`src/rtl/dual_note_tone_synth.sv`:
```
// Two-voice square/triangle tone generator: 32-bit phase accumulators stepped once per
// sample tick, sample presented to the codec path through a valid/ready handshake.
module dual_note_tone_synth #(
    parameter int CLK_DIV = 1042,
    parameter int AMP     = 134217728
) (
    input  logic               clk,
    input  logic               rst,
    input  logic [2:0]         switches1,
    input  logic [2:0]         switches2,
    input  logic               mode,
    input  logic               mixer,
    input  logic               switch,
    input  logic               audio_ready,
    output logic signed [31:0] tone,
    output logic               readValid,
    output logic               overrun
);
    localparam int CW = $clog2(CLK_DIV);
    localparam logic signed [31:0] AMP_S = 32'(AMP);

    typedef enum logic [1:0] {S_WAIT, S_UPDATE, S_GEN, S_VALID} state_t;

    state_t             state_q, state_d;
    logic [CW-1:0]      cnt_q;
    logic [31:0]        ph_b_q, ph_b_d, ph_h_q, ph_h_d;
    logic [2:0]         code_b_q, code_b_d, code_h_q, code_h_d;
    logic               mode_q, mode_d, mixer_q, mixer_d, wave_q, wave_d;
    logic signed [31:0] tone_q, tone_d;
    logic               vld_q, vld_d, ovr_q, ovr_d;
    logic               tick;
    logic signed [31:0] v_b, v_h, sample;
    logic signed [32:0] sum;

    // round(f * 2^32 / 48000) for octave 2/3; high voice is the same notes two octaves up
    function automatic logic [31:0] bass_inc(input logic [2:0] c);
        case (c)
            3'd1:    return 32'd6569510;
            3'd2:    return 32'd7373922;
            3'd3:    return 32'd7812367;
            3'd4:    return 32'd8768892;
            3'd5:    return 32'd9842633;
            3'd6:    return 32'd11047909;
            3'd7:    return 32'd11704681;
            default: return 32'd0;
        endcase
    endfunction

    function automatic logic [31:0] high_inc(input logic [2:0] c);
        case (c)
            3'd1:    return 32'd26278042;
            3'd2:    return 32'd29495688;
            3'd3:    return 32'd31249466;
            3'd4:    return 32'd35075566;
            3'd5:    return 32'd39370534;
            3'd6:    return 32'd44191634;
            3'd7:    return 32'd46818723;
            default: return 32'd0;
        endcase
    endfunction

    function automatic logic signed [31:0] voice_val(input logic [2:0] c, input logic [31:0] ph,
                                                     input logic tri_w);
        logic [30:0]        t;
        logic signed [31:0] d;
        t = ph[31] ? ~ph[30:0] : ph[30:0];
        d = $signed({1'b0, t}) - 32'sd1073741824;
        if (c == 3'd0)  return 32'sd0;
        if (!tri_w)     return ph[31] ? -AMP_S : AMP_S;
        return d >>> 3;
    endfunction

    assign tick = (cnt_q == CW'(CLK_DIV - 1));

    assign v_b    = voice_val(code_b_q, ph_b_q, wave_q);
    assign v_h    = voice_val(code_h_q, ph_h_q, wave_q);
    assign sum    = {v_b[31], v_b} + {v_h[31], v_h};
    assign sample = mixer_q ? sum[32:1] : (mode_q ? v_h : v_b);

    always_comb begin
        state_d  = state_q;
        ph_b_d   = ph_b_q;
        ph_h_d   = ph_h_q;
        code_b_d = code_b_q;
        code_h_d = code_h_q;
        mode_d   = mode_q;
        mixer_d  = mixer_q;
        wave_d   = wave_q;
        tone_d   = tone_q;
        vld_d    = vld_q;
        ovr_d    = ovr_q;
        case (state_q)
            S_WAIT: if (tick) state_d = S_UPDATE;
            S_UPDATE: begin
                // a new note restarts its phase so every note begins at the same waveform point
                ph_b_d   = (switches1 != code_b_q || switches1 == 3'd0) ? 32'd0
                                                                        : ph_b_q + bass_inc(switches1);
                ph_h_d   = (switches2 != code_h_q || switches2 == 3'd0) ? 32'd0
                                                                        : ph_h_q + high_inc(switches2);
                code_b_d = switches1;
                code_h_d = switches2;
                mode_d   = mode;
                mixer_d  = mixer;
                wave_d   = switch;
                state_d  = S_GEN;
            end
            S_GEN: begin
                tone_d  = sample;
                vld_d   = 1'b1;
                state_d = S_VALID;
            end
            S_VALID: begin
                if (audio_ready) begin
                    vld_d   = 1'b0;
                    state_d = tick ? S_UPDATE : S_WAIT;
                end else if (tick) begin
                    ovr_d   = 1'b1;
                    state_d = S_UPDATE;
                end
            end
            default: state_d = S_WAIT;
        endcase
    end

    always_ff @(posedge clk or negedge rst) begin
        if (!rst) begin
            state_q  <= S_WAIT;
            cnt_q    <= '0;
            ph_b_q   <= '0;
            ph_h_q   <= '0;
            code_b_q <= '0;
            code_h_q <= '0;
            mode_q   <= 1'b0;
            mixer_q  <= 1'b0;
            wave_q   <= 1'b0;
            tone_q   <= '0;
            vld_q    <= 1'b0;
            ovr_q    <= 1'b0;
        end else begin
            cnt_q    <= tick ? '0 : cnt_q + 1'b1;
            state_q  <= state_d;
            ph_b_q   <= ph_b_d;
            ph_h_q   <= ph_h_d;
            code_b_q <= code_b_d;
            code_h_q <= code_h_d;
            mode_q   <= mode_d;
            mixer_q  <= mixer_d;
            wave_q   <= wave_d;
            tone_q   <= tone_d;
            vld_q    <= vld_d;
            ovr_q    <= ovr_d;
        end
    end

    assign tone      = tone_q;
    assign readValid = vld_q;
    assign overrun   = ovr_q;
endmodule

```
`config.mk`:
```
export PLATFORM = sky130hd
export DESIGN_NAME = dual_note_tone_synth
export DESIGN_NICKNAME = d
export VERILOG_FILES = /design/src/rtl/dual_note_tone_synth.sv
export SDC_FILE = /design/constraint.sdc
export NUM_CORES = 1
export LEC_CHECK = 0
export ABC_CLOCK_PERIOD_IN_PS = 5400
export BUFFER_PORTS_ARGS = -buffer_cell sky130_fd_sc_hd__buf_4
export CAP_MARGIN = 20
export CELL_PAD_IN_SITES_DETAIL_PLACEMENT = 0
export CELL_PAD_IN_SITES_GLOBAL_PLACEMENT = 1
export CORE_ASPECT_RATIO = 1.1
export CORE_UTILIZATION = 48
export CTS_CLUSTER_DIAMETER = 60
export CTS_CLUSTER_SIZE = 20
export DETAILED_ROUTE_END_ITERATION = 12
export HOLD_SLACK_MARGIN = 0.05
export PLACE_DENSITY = 0.9
export SYNTH_ARGS = -nofsm -noshare
export SYNTH_HDL_FRONTEND = slang
export SYNTH_SLANG_ARGS = --single-unit
```
`constraint.sdc`:
```
create_clock -name clk -period 5.4 [get_ports clk]
set_clock_uncertainty 0.05 [all_clocks]
set_input_delay 1.08 -clock clk [delete_from_list [all_inputs] [get_ports clk]]
set_output_delay 1.08 -clock clk [all_outputs]
set_load 0.03 [all_outputs]
```
==> flow_summary_export.csv, run 1 <==
group,metric,value,unit
grt,grt_overflow,0,
timing,fin_crit_sh,0.781,
setup_path,cp-end-kind,"flop",
placed_design,place.gp.congestion,0.898,
setup_path,r2r-start,"code_h_q[0]$_DFFE_PN0P_",
timing,fmax,237,MHz
cts,clk_latency,0.42,ns
cts,post_cts_buffers,0,
timing,rsz0062_at_grt,"false",
status,status,"complete, no violations",
synthesis,synth_edf_count,0,
timing,tns,0,ns
floorplanning,die_w,143,um
route,remaining_drc_errors,0,
timing,setup_viol,0,
route,first_iter_violations,659,
placed_design,io_buffers,45,
setup_path,reg2reg_depth,13,
synthesis,synth.avg_cell_area,7.96,um^2
synthesis,syn_inst,1322,
final_layout,syn_to_final_growth,11.2,%
route,vias,9490,
min_path,worstHoldStart,"overrun$_DFFE_PN0P_",
timing,timing_max_transition_violations_final,0,
synthesis,synth_warnings,0,
setup_path,startpoint_type,"flop",
setup_path,reg2reg_slack,1.18,ns
synthesis,synth_area,10500,um^2
floorplanning,initial_core_util,0.492,
cts,cts_buffers,17,
cts,tritoncts,"yes",
cts,postCtsResizedCells,0,
synthesis,synth.distinct_cells,73,
min_path,hold_depth,1,
route,dr.pass1.iters,5,
grt,antenna_found_initial,0,
setup_path,worstPathMaxFanout,18,
cts,htreeDepth,4,
cts,path_clk_slew,0.06,ns
setup_path,crit_arrival,4.45,ns
min_path,hp-class,"flop to flop",
final_layout,fillCellCount,1985,
floorplanning,die-area,22500,um^2
placed_design,dpl.hpwl,20.5,mm
cts,cts.sinks,120,
setup_path,crit_type,"flop to flop",
timing,worst_hold_slack,0.421,ns
grt,grt_start_max_net_pins,53,
power_and_ir_drop,peakVddDrop,0.189,mV
route,ant_nets,0,
final_layout,insertedDiodeCount,0,
route,wl_per_cell,16.8,um
final_layout,final_cell_mix,"nand2_1 (162), nor2_1 (127), dfrtp_1 (120), a21oi_1 (101), xnor2_1 (95)",
floorplanning,core,21400,um^2
setup_path,reg2reg_to,"tone[27]$_DFFE_PN0P_",
floorplanning,die_h,157,um
synthesis,seq_area_frac_synth,0.286,
run,maxCapViolCount,0,
cts,clock-root-buffer,"clkbuf_16",
timing,layout_min_cycle_time,4.22,ns
power_and_ir_drop,powerDensity,459,nW/um^2
final_layout,final_common_cell,"nand2_1",
setup_path,required,5.63,ns
timing,finalHoldViolCount,0,
min_path,hold_end,"overrun$_DFFE_PN0P_",
grt,grt_pass1_vias,8689,
timing,slew_headroom,0.463,
synthesis,synth_nets,1411,
route,wl,27.5,mm
synthesis,async_flop_share,1.00,
final_layout,drive_gt1_frac,0.0896,
grt,grt_pass1_wl,44.4,mm
floorplanning,num_rows,56,
grt,track_usage,0.251,
cts,cts_buffer_depth,2,
power_and_ir_drop,leakagePower,5.18,nW
timing,tightestPinTransition,0.803,ns
synthesis,synth_seq_cells,120,
floorplanning,ios,46,
cts,cts-hold-fix-buffers,0,
final_layout,nets,1416,
synthesis,synth-main-ff-cell,"dfrtp_1",
route,post_drt_via_cell_ratio,5.82,
-- cell usage after synthesis (all sizes together) (5+ instances only) --
| cell | n | share of area |
|---|---|---|
| o21ai | 102 | 0.049 |
| inv | 33 | 0.012 |
| nor3 | 30 | 0.014 |
| nor2b | 7 | 0.0042 |
| o31ai | 18 | 0.015 |
| and3 | 10 | 0.0059 |
| nor3b | 7 | 0.0065 |
| nand3 | 36 | 0.017 |
| nand2b | 27 | 0.016 |
| mux2i | 5 | 0.0048 |
| o21bai | 13 | 0.0093 |
| nor2 | 129 | 0.046 |
| a31oi | 13 | 0.0077 |
| o211ai | 20 | 0.014 |
| dfrtp | 120 | 0.29 |
| a22oi | 10 | 0.0071 |
| a21o | 33 | 0.024 |
| ha | 75 | 0.089 |
| xnor2 | 95 | 0.079 |
| xor2 | 42 | 0.035 |
| buf | 14 | 0.0061 |
| clkbuf | 61 | 0.022 |
| and2 | 11 | 0.0065 |
| nand4 | 11 | 0.0065 |
| o21a | 16 | 0.011 |
| or4 | 9 | 0.0064 |
| nand2 | 162 | 0.058 |
| o311ai | 5 | 0.0042 |
| a22o | 8 | 0.0067 |
| or3 | 12 | 0.0071 |
| a211oi | 15 | 0.011 |
| mux2 | 11 | 0.012 |
| o31a | 5 | 0.0042 |
| a21oi | 101 | 0.048 |
| or2 | 7 | 0.0042 |
-- per-layer routing --
metal  part of all wire  global-route usage  vias to the layer above
met5                  0                   0                        -
met4              0.031              0.0927                        0
met3              0.058              0.0462                       53
met2               0.44               0.393                      270
met1               0.47               0.341                     4416
li1                   -                   -                     4751
-- flip-flops by register name, indices dropped and copies added, names as in the netlist --
signal and flops:
mode_q 1, tone 32, wave_q 1, ph_h_q 32, state_q 2, code_h_q 3
cnt_q 11, readValid 1, ph_b_q 32, code_b_q 3, mixer_q 1, overrun 1
-- worst max-delay path by stage --
| stage | start | cells after the start | end |
|---|---|---|---|
| after detailed placement | switches2[2] | 14 | ph_h_q[28]$_DFFE_PN0P_ |
| after CTS | code_h_q[0]$_DFFE_PN0P_ | 13 | tone[27]$_DFFE_PN0P_ |
| final | code_h_q[0]$_DFFE_PN0P_ | 13 | tone[27]$_DFFE_PN0P_ |
| after floorplan | switches2[2] | 15 | ph_h_q[28]$_DFFE_PN0P_ |
| after global placement | switches2[2] | 14 | ph_h_q[28]$_DFFE_PN0P_ |
| after global routing | code_h_q[0]$_DFFE_PN0P_ | 13 | tone[23]$_DFFE_PN0P_ |
-- area by class of cell --
type	instances	area [um^2]	area share
Clock inverter	11	170	0.0146
Clock buffer	21	470	0.0402
Multi-Input combinational cell	1094	7100	0.608
Timing Repair Buffer	61	458	0.0392
Inverter	33	124	0.0106
Sequential cell	120	3000	0.257
Tap cell	290	363	0.0310
-- cell families (layout without fill, tap and decap cells) --
kind of cell	Yosys count	in the layout	share of synthesized area
AOI/OAI and AO/OA	392	392	0.240
xor gates and xnor gates	137	137	0.114
adders and majority gates	80	80	0.0959
buffers and inverters	108	126	0.0396
DFF	120	120	0.286
muxes	16	16	0.0165
and+or+nand+nor	469	469	0.208
-- report_power, final --
| group | total, mW | switching, mW | leakage (nW) | internal (mW) |
|---|---|---|---|---|
| registers | 1.49 | 0.325 | 1.60 | 1.16 |
| clock network | 1.24 | 0.435 | 0.305 | 0.809 |
| logic | 2.64 | 1.65 | 3.27 | 0.992 |
| total | 5.37 | 2.41 | 5.18 | 2.96 |
-- metrics by stage --
step | util | total power [mW] | setup WS [ns] | std cells | cell area (um^2)
2_1_floorplan | - | 3.40 | 1.05 | 1322 | 10500
3_3_place_gp | 0.517 | 4.05 | 0.976 | 1598 | 11100
4_1_cts | 0.547 | 5.37 | 1.15 | 1630 | 11700
6_report | 0.547 | 5.37 | 1.18 | 1630 | 11700
3_5_place_dp | 0.517 | 4.10 | 0.910 | 1598 | 11100
5_1_grt | 0.547 | 5.74 | 0.869 | 1630 | 11700
-- critical path, cell delays in order, from the launching register on --
cell	delay, ns
dfrtp_1	0.42
nor3_1	0.38
nand2b_1	0.54
nor2_1	0.21
fa_1	0.48
a21oi_1	0.22
o21ai_1	0.11
nand3_1	0.10
nand3_1	0.18
o311ai_1	0.44
a31oi_1	0.24
a221oi_1	0.41
xor2_1	0.21
a31oi_1	0.10
Note: power is estimated with default switching activity, not from simulation.
==> inputs of run 2 (changes only) <==
- ABC_CLOCK_PERIOD_IN_PS: 5400 -> 4300
- clock period: 5.4 -> 4.3 ns (I/O delays scaled with it)
==> flow_summary_export.csv, run 2 (synthesis results as in run 1) <==
group,metric,value,unit
status,status,"complete, no violations",
route,remaining_drc_errors,0,
setup_path,reg2reg_depth,13,
cts,cts_buffer_depth,2,
grt,grt_start_max_net_pins,69,
floorplanning,initial_core_util,0.492,
timing,fin_crit_sh,0.937,
placed_design,dpl.hpwl,21.2,mm
timing,worst_hold_slack,0.405,ns
power_and_ir_drop,peakVddDrop,0.274,mV
floorplanning,die_h,157,um
setup_path,reg2reg_to,"tone[27]$_DFFE_PN0P_",
grt,grt_pass1_wl,44.9,mm
final_layout,insertedDiodeCount,0,
route,dr.pass1.iters,5,
route,wl,27.6,mm
final_layout,post-route-util,0.548,
final_layout,drive_gt1_frac,0.0984,
power_and_ir_drop,p_comb_frac,0.507,
timing,timing_max_transition_violations_final,0,
power_and_ir_drop,sw_frac_of_total,0.462,
final_layout,syn_to_final_growth,11.4,%
power_and_ir_drop,leakagePower,5.20,nW
min_path,hp-class,"primary input to asynchronous set/reset pin",
grt,grt_overflow,0,
route,post_drt_via_cell_ratio,5.76,
power_and_ir_drop,power,6.60,mW
setup_path,reg2reg_slack,0.27,ns
grt,grt_pass1_vias,8626,
floorplanning,die_w,143,um
cts,htreeDepth,4,
cts,cts_buffers,17,
setup_path,cp-end-kind,"flop",
grt,antenna_found_initial,0,
cts,clk_latency,0.43,ns
setup_path,required,4.53,ns
setup_path,r2r-start,"code_h_q[0]$_DFFE_PN0P_",
timing,setup_viol,0,
final_layout,final_common_cell,"nand2_1",
route,vias,9453,
cts,clock-root-buffer,"clkbuf_16",
final_layout,nets,1428,
cts,cts-hold-fix-buffers,0,
cts,tritoncts,"yes",
cts,postCtsResizedCells,0,
timing,fmax,248,MHz
timing,rsz0062_at_grt,"false",
power_and_ir_drop,powerDensity,564,nW/um^2
floorplanning,die-area,22500,um^2
timing,finalHoldViolCount,0,
route,first_iter_violations,682,
setup_path,crit_type,"flop to flop",
cts,path_clk_slew,0.06,ns
power_and_ir_drop,p_seq_frac,0.285,
timing,tns,0,ns
cts,cts.sinks,120,
setup_path,crit_arrival,4.26,ns
floorplanning,num_rows,56,
route,ant_nets,0,
floorplanning,ios,46,
setup_path,worstPathMaxFanout,20,
timing,tightestPinTransition,0.788,ns
placed_design,io_buffers,45,
floorplanning,core,21400,um^2
setup_path,startpoint_type,"flop",
run,maxCapViolCount,0,
grt,track_usage,0.255,
route,wl_per_cell,16.8,um
final_layout,final_cell_mix,"nand2_1 (162), nor2_1 (127), dfrtp_1 (120), a21oi_1 (101), xnor2_1 (95)",
timing,slew_headroom,0.474,
placed_design,place.gp.congestion,0.940,
timing,layout_min_cycle_time,4.03,ns
cts,post_cts_buffers,0,
power_and_ir_drop,clkPwrFrac,0.208,
power_and_ir_drop,p_sw,3.05,mW
power_and_ir_drop,p_int,3.55,mW
==> run 2: through the flow <==
stage	cell area (um^2)	setup slack, ns	instances
after global routing	11700	0.0828	1642
after global placement	11200	0.260	1610
after detailed placement	11200	0.150	1610
after floorplan	10500	0.174	1322
final	11700	0.272	1642
after CTS	11700	0.329	1642
==> run 2: final cells by class <==
type,instances,area [um^2]
fillers,1997,9650
multi-input cells,1094,7100
flip-flops and latches,120,3000
repair buffers,73,561
clock buffers,18,439
well taps,290,363
clock inverters,14,126
inverters,33,124
==> run 2: metal layers <==
layer | vias to the layer above | global-route usage | share of wire
met4 | 0 | 0.0650 | 0.015
li1 | 4766 | - | -
met5 | - | 0 | 0
met2 | 215 | 0.419 | 0.46
met3 | 29 | 0.0301 | 0.042
met1 | 4443 | 0.352 | 0.48
==> run 2: worst max-delay path, stage by stage (launching register included) <==
cell	delay, ns
dfrtp_1	0.44
nor3_1	0.34
nand2b_1	0.32
buf_4	0.28
nor2_1	0.12
ha_1	0.40
a21oi_1	0.20
a21o_1	0.13
nand3_1	0.17
o311ai_1	0.44
a31oi_1	0.25
a221oi_1	0.43
xor2_1	0.21
a31oi_1	0.10
==> run 2: worst max path at each step <==
stage | from | to | slack [ns] | cells after the start
2_1_floorplan | switches2[2] | ph_h_q[28]$_DFFE_PN0P_ | 0.17 | 15
3_3_place_gp | switches1[1] | ph_b_q[29]$_DFFE_PN0P_ | 0.26 | 14
3_5_place_dp | switches1[1] | ph_b_q[27]$_DFFE_PN0P_ | 0.15 | 14
4_1_cts | code_h_q[0]$_DFFE_PN0P_ | tone[27]$_DFFE_PN0P_ | 0.33 | 13
5_1_grt | code_h_q[0]$_DFFE_PN0P_ | tone[27]$_DFFE_PN0P_ | 0.08 | 13
6_report | code_h_q[0]$_DFFE_PN0P_ | tone[27]$_DFFE_PN0P_ | 0.27 | 13
==> run 2: power by group through the flow <==
stage | sequential [mW] | clock (mW) | combinational [mW]
after floorplan | 1.89 | 0 | 2.37
final | 1.88 | 1.37 | 3.35
after global placement | 1.89 | 0 | 3.28
after detailed placement | 1.90 | 0 | 3.32
after CTS | 1.88 | 1.40 | 3.34
after global routing | 1.93 | 1.44 | 3.72
==> inputs of run 3 (changes only) <==
- ABC_CLOCK_PERIOD_IN_PS: 4300 -> 3640
- CORE_UTILIZATION: 48 -> 43
- PLACE_DENSITY: 0.9 -> 0.86
- REMOVE_ABC_BUFFERS: not set -> 1
- SETUP_SLACK_MARGIN: not set -> 0.3
- clock period: 4.3 -> 3.64 ns (I/O delays scaled with it)
==> flow_summary_export.csv, run 3 (synthesis results as in run 1) <==
group,metric,value,unit
grt,grt_pass1_wl,48.3,mm
setup_path,startpoint_type,"flop",
route,dr.pass1.iters,5,
route,vias,10100,
cts,htreeDepth,4,
grt,grt_pass1_vias,9751,
cts,tritoncts,"yes",
timing,tns,0,ns
timing,tightestPinTransition,1.06,ns
power_and_ir_drop,clkPwrFrac,0.195,
route,post_drt_via_cell_ratio,5.59,
grt,antenna_found_initial,0,
setup_path,slowest_stage,"dfrtp_1",
setup_path,crit_arrival,3.56,ns
setup_path,crit_type,"flop to flop",
grt,grt_overflow,0,
route,first_iter_violations,522,
route,wl,30.4,mm
min_path,hp-class,"primary input to asynchronous set/reset pin",
setup_path,slowest_delay,0.40,ns
timing,setup_viol,0,
final_layout,syn_to_final_growth,29.5,%
timing,finalHoldViolCount,0,
cts,cts-hold-fix-buffers,0,
cts,cts.sinks,120,
route,remaining_drc_errors,0,
final_layout,final_cell_mix,"buf_4 (212), nand2_1 (156), nor2_1 (120), dfrtp_1 (119), xnor2_1 (94)",
setup_path,path_cells,"nor3_2, nand2b_4, buf_6, buf_4, buf_6, nor2_1, ha_1, a21oi_2, o21ai_4, o21bai_2, o311ai_4, a31oi_4, a221oi_2, buf_4, xor2_1, a31oi_1",
status,status,"complete, no violations",
grt,track_usage,0.242,
cts,clock-root-buffer,"clkbuf_16",
cts,cts_buffer_depth,2,
power_and_ir_drop,powerDensity,641,nW/um^2
final_layout,drive_gt1_frac,0.255,
final_layout,nets,1583,
floorplanning,die_w,151,um
power_and_ir_drop,leakagePower,6.10,nW
timing,fmax,299,MHz
final_layout,final_common_cell,"buf_4",
timing,timing_max_transition_violations_final,0,
setup_path,reg2reg_depth,16,
floorplanning,core,23800,um^2
power_and_ir_drop,p_seq_frac,0.262,
timing,worst_hold_slack,0.321,ns
power_and_ir_drop,p_int,4.79,mW
power_and_ir_drop,p_sw,3.94,mW
timing,setup_ws,0.297,ns
setup_path,worstPathMaxFanout,17,
final_layout,insertedDiodeCount,0,
cts,clk_latency,0.43,ns
cts,cts_buffers,17,
timing,slew_headroom,0.295,
final_layout,design_area,13600,um^2
setup_path,cp-end-kind,"flop",
setup_path,reg2reg_slack,0.30,ns
placed_design,dpl-instance-area,12100,um^2
power_and_ir_drop,sw_frac_of_total,0.451,
timing,fin_crit_sh,0.918,
placed_design,place_ws,-0.300,ns
floorplanning,num_rows,59,
timing,rsz0062_at_grt,"true",
placed_design,io_buffers,45,
final_layout,post-route-util,0.571,
run,maxCapViolCount,0,
power_and_ir_drop,peakVddDrop,0.330,mV
floorplanning,initial_core_util,0.441,
power_and_ir_drop,p_comb_frac,0.543,
final_layout,register_area,3000,um^2
final_layout,multi_input_area,7730,um^2
route,ant_nets,0,
grt,grt_start_max_net_pins,67,
floorplanning,die-area,25100,um^2
placed_design,place.gp.congestion,0.909,
route,wl_per_cell,16.8,um
cts,path_clk_slew,0.06,ns
final_layout,fillCellCount,2148,
timing,layout_min_cycle_time,3.34,ns
floorplanning,die_h,166,um
placed_design,dpl.hpwl,22.3,mm
floorplanning,ios,46,
setup_path,required,3.85,ns
-- run 3: final timing paths --
path / start / end
setup / recovery: code_h_q[2]$_DFFE_PN0P_ / tone[27]$_DFFE_PN0P_
hold / removal: rst / cnt_q[8]$_DFF_PN0_
setup reg to reg: code_h_q[2]$_DFFE_PN0P_ / tone[27]$_DFFE_PN0P_
hold reg to reg: overrun$_DFFE_PN0P_ / overrun$_DFFE_PN0P_
max in group asynchronous: rst / ph_h_q[10]$_DFFE_PN0P_
min in group clk: overrun$_DFFE_PN0P_ / overrun$_DFFE_PN0P_
-- run 3: cell type report --
class	count	share of cell area
tap	305	0.0280
multi-input combinational	1094	0.568
inverter	33	0.00910
timing repair buffer	228	0.132
clock inverter	14	0.0103
sequential	120	0.221
clock buffer	18	0.0323
-- run 3: what timing repair did --
item | 4_1_cts | 5_1_grt
hold endpoints to repair | 0 | 0
pin swaps | 11 | 62
gates resized for setup | 29 | 111
buffers inserted | 3 | 23
endpoints found under the setup margin | 26 | 44
cloned | 0 | 0
-- run 3: power groups by stage --
stage | Sequential [mW] | Clock, mW | Combinational [mW]
floorplan | 2.38 | 0 | 2.53
global placement | 2.27 | 0 | 4.28
detailed placement | 2.28 | 0 | 4.34
CTS | 2.27 | 1.73 | 4.41
global route | 2.34 | 1.78 | 5.21
finish | 2.29 | 1.70 | 4.74
-- run 3: per-layer routing --
layer,part of all wire,up-vias,track usage
li1,-,5063,-
met1,0.46,4812,0.322
met2,0.48,202,0.398
met3,0.031,46,0.0277
met4,0.025,0,0.0917
met5,0,-,0
-- run 3: through the flow --
stage                     total power, mW  cells
after floorplan                      4.91   1247
after global placement               6.55   1754
after detailed placement             6.61   1754
after CTS                            8.40   1789
after global routing                 9.33   1812
final                                8.73   1812
-- run 3: critical path, delay by kind of cell, from the launching register on --
kind	cells	cell delay, ns
flops	1	0.40
compound gates	7	1.24
simple gates	3	0.47
buf+inv	4	0.56
xor+xnor	1	0.14
fa+ha+maj	1	0.32
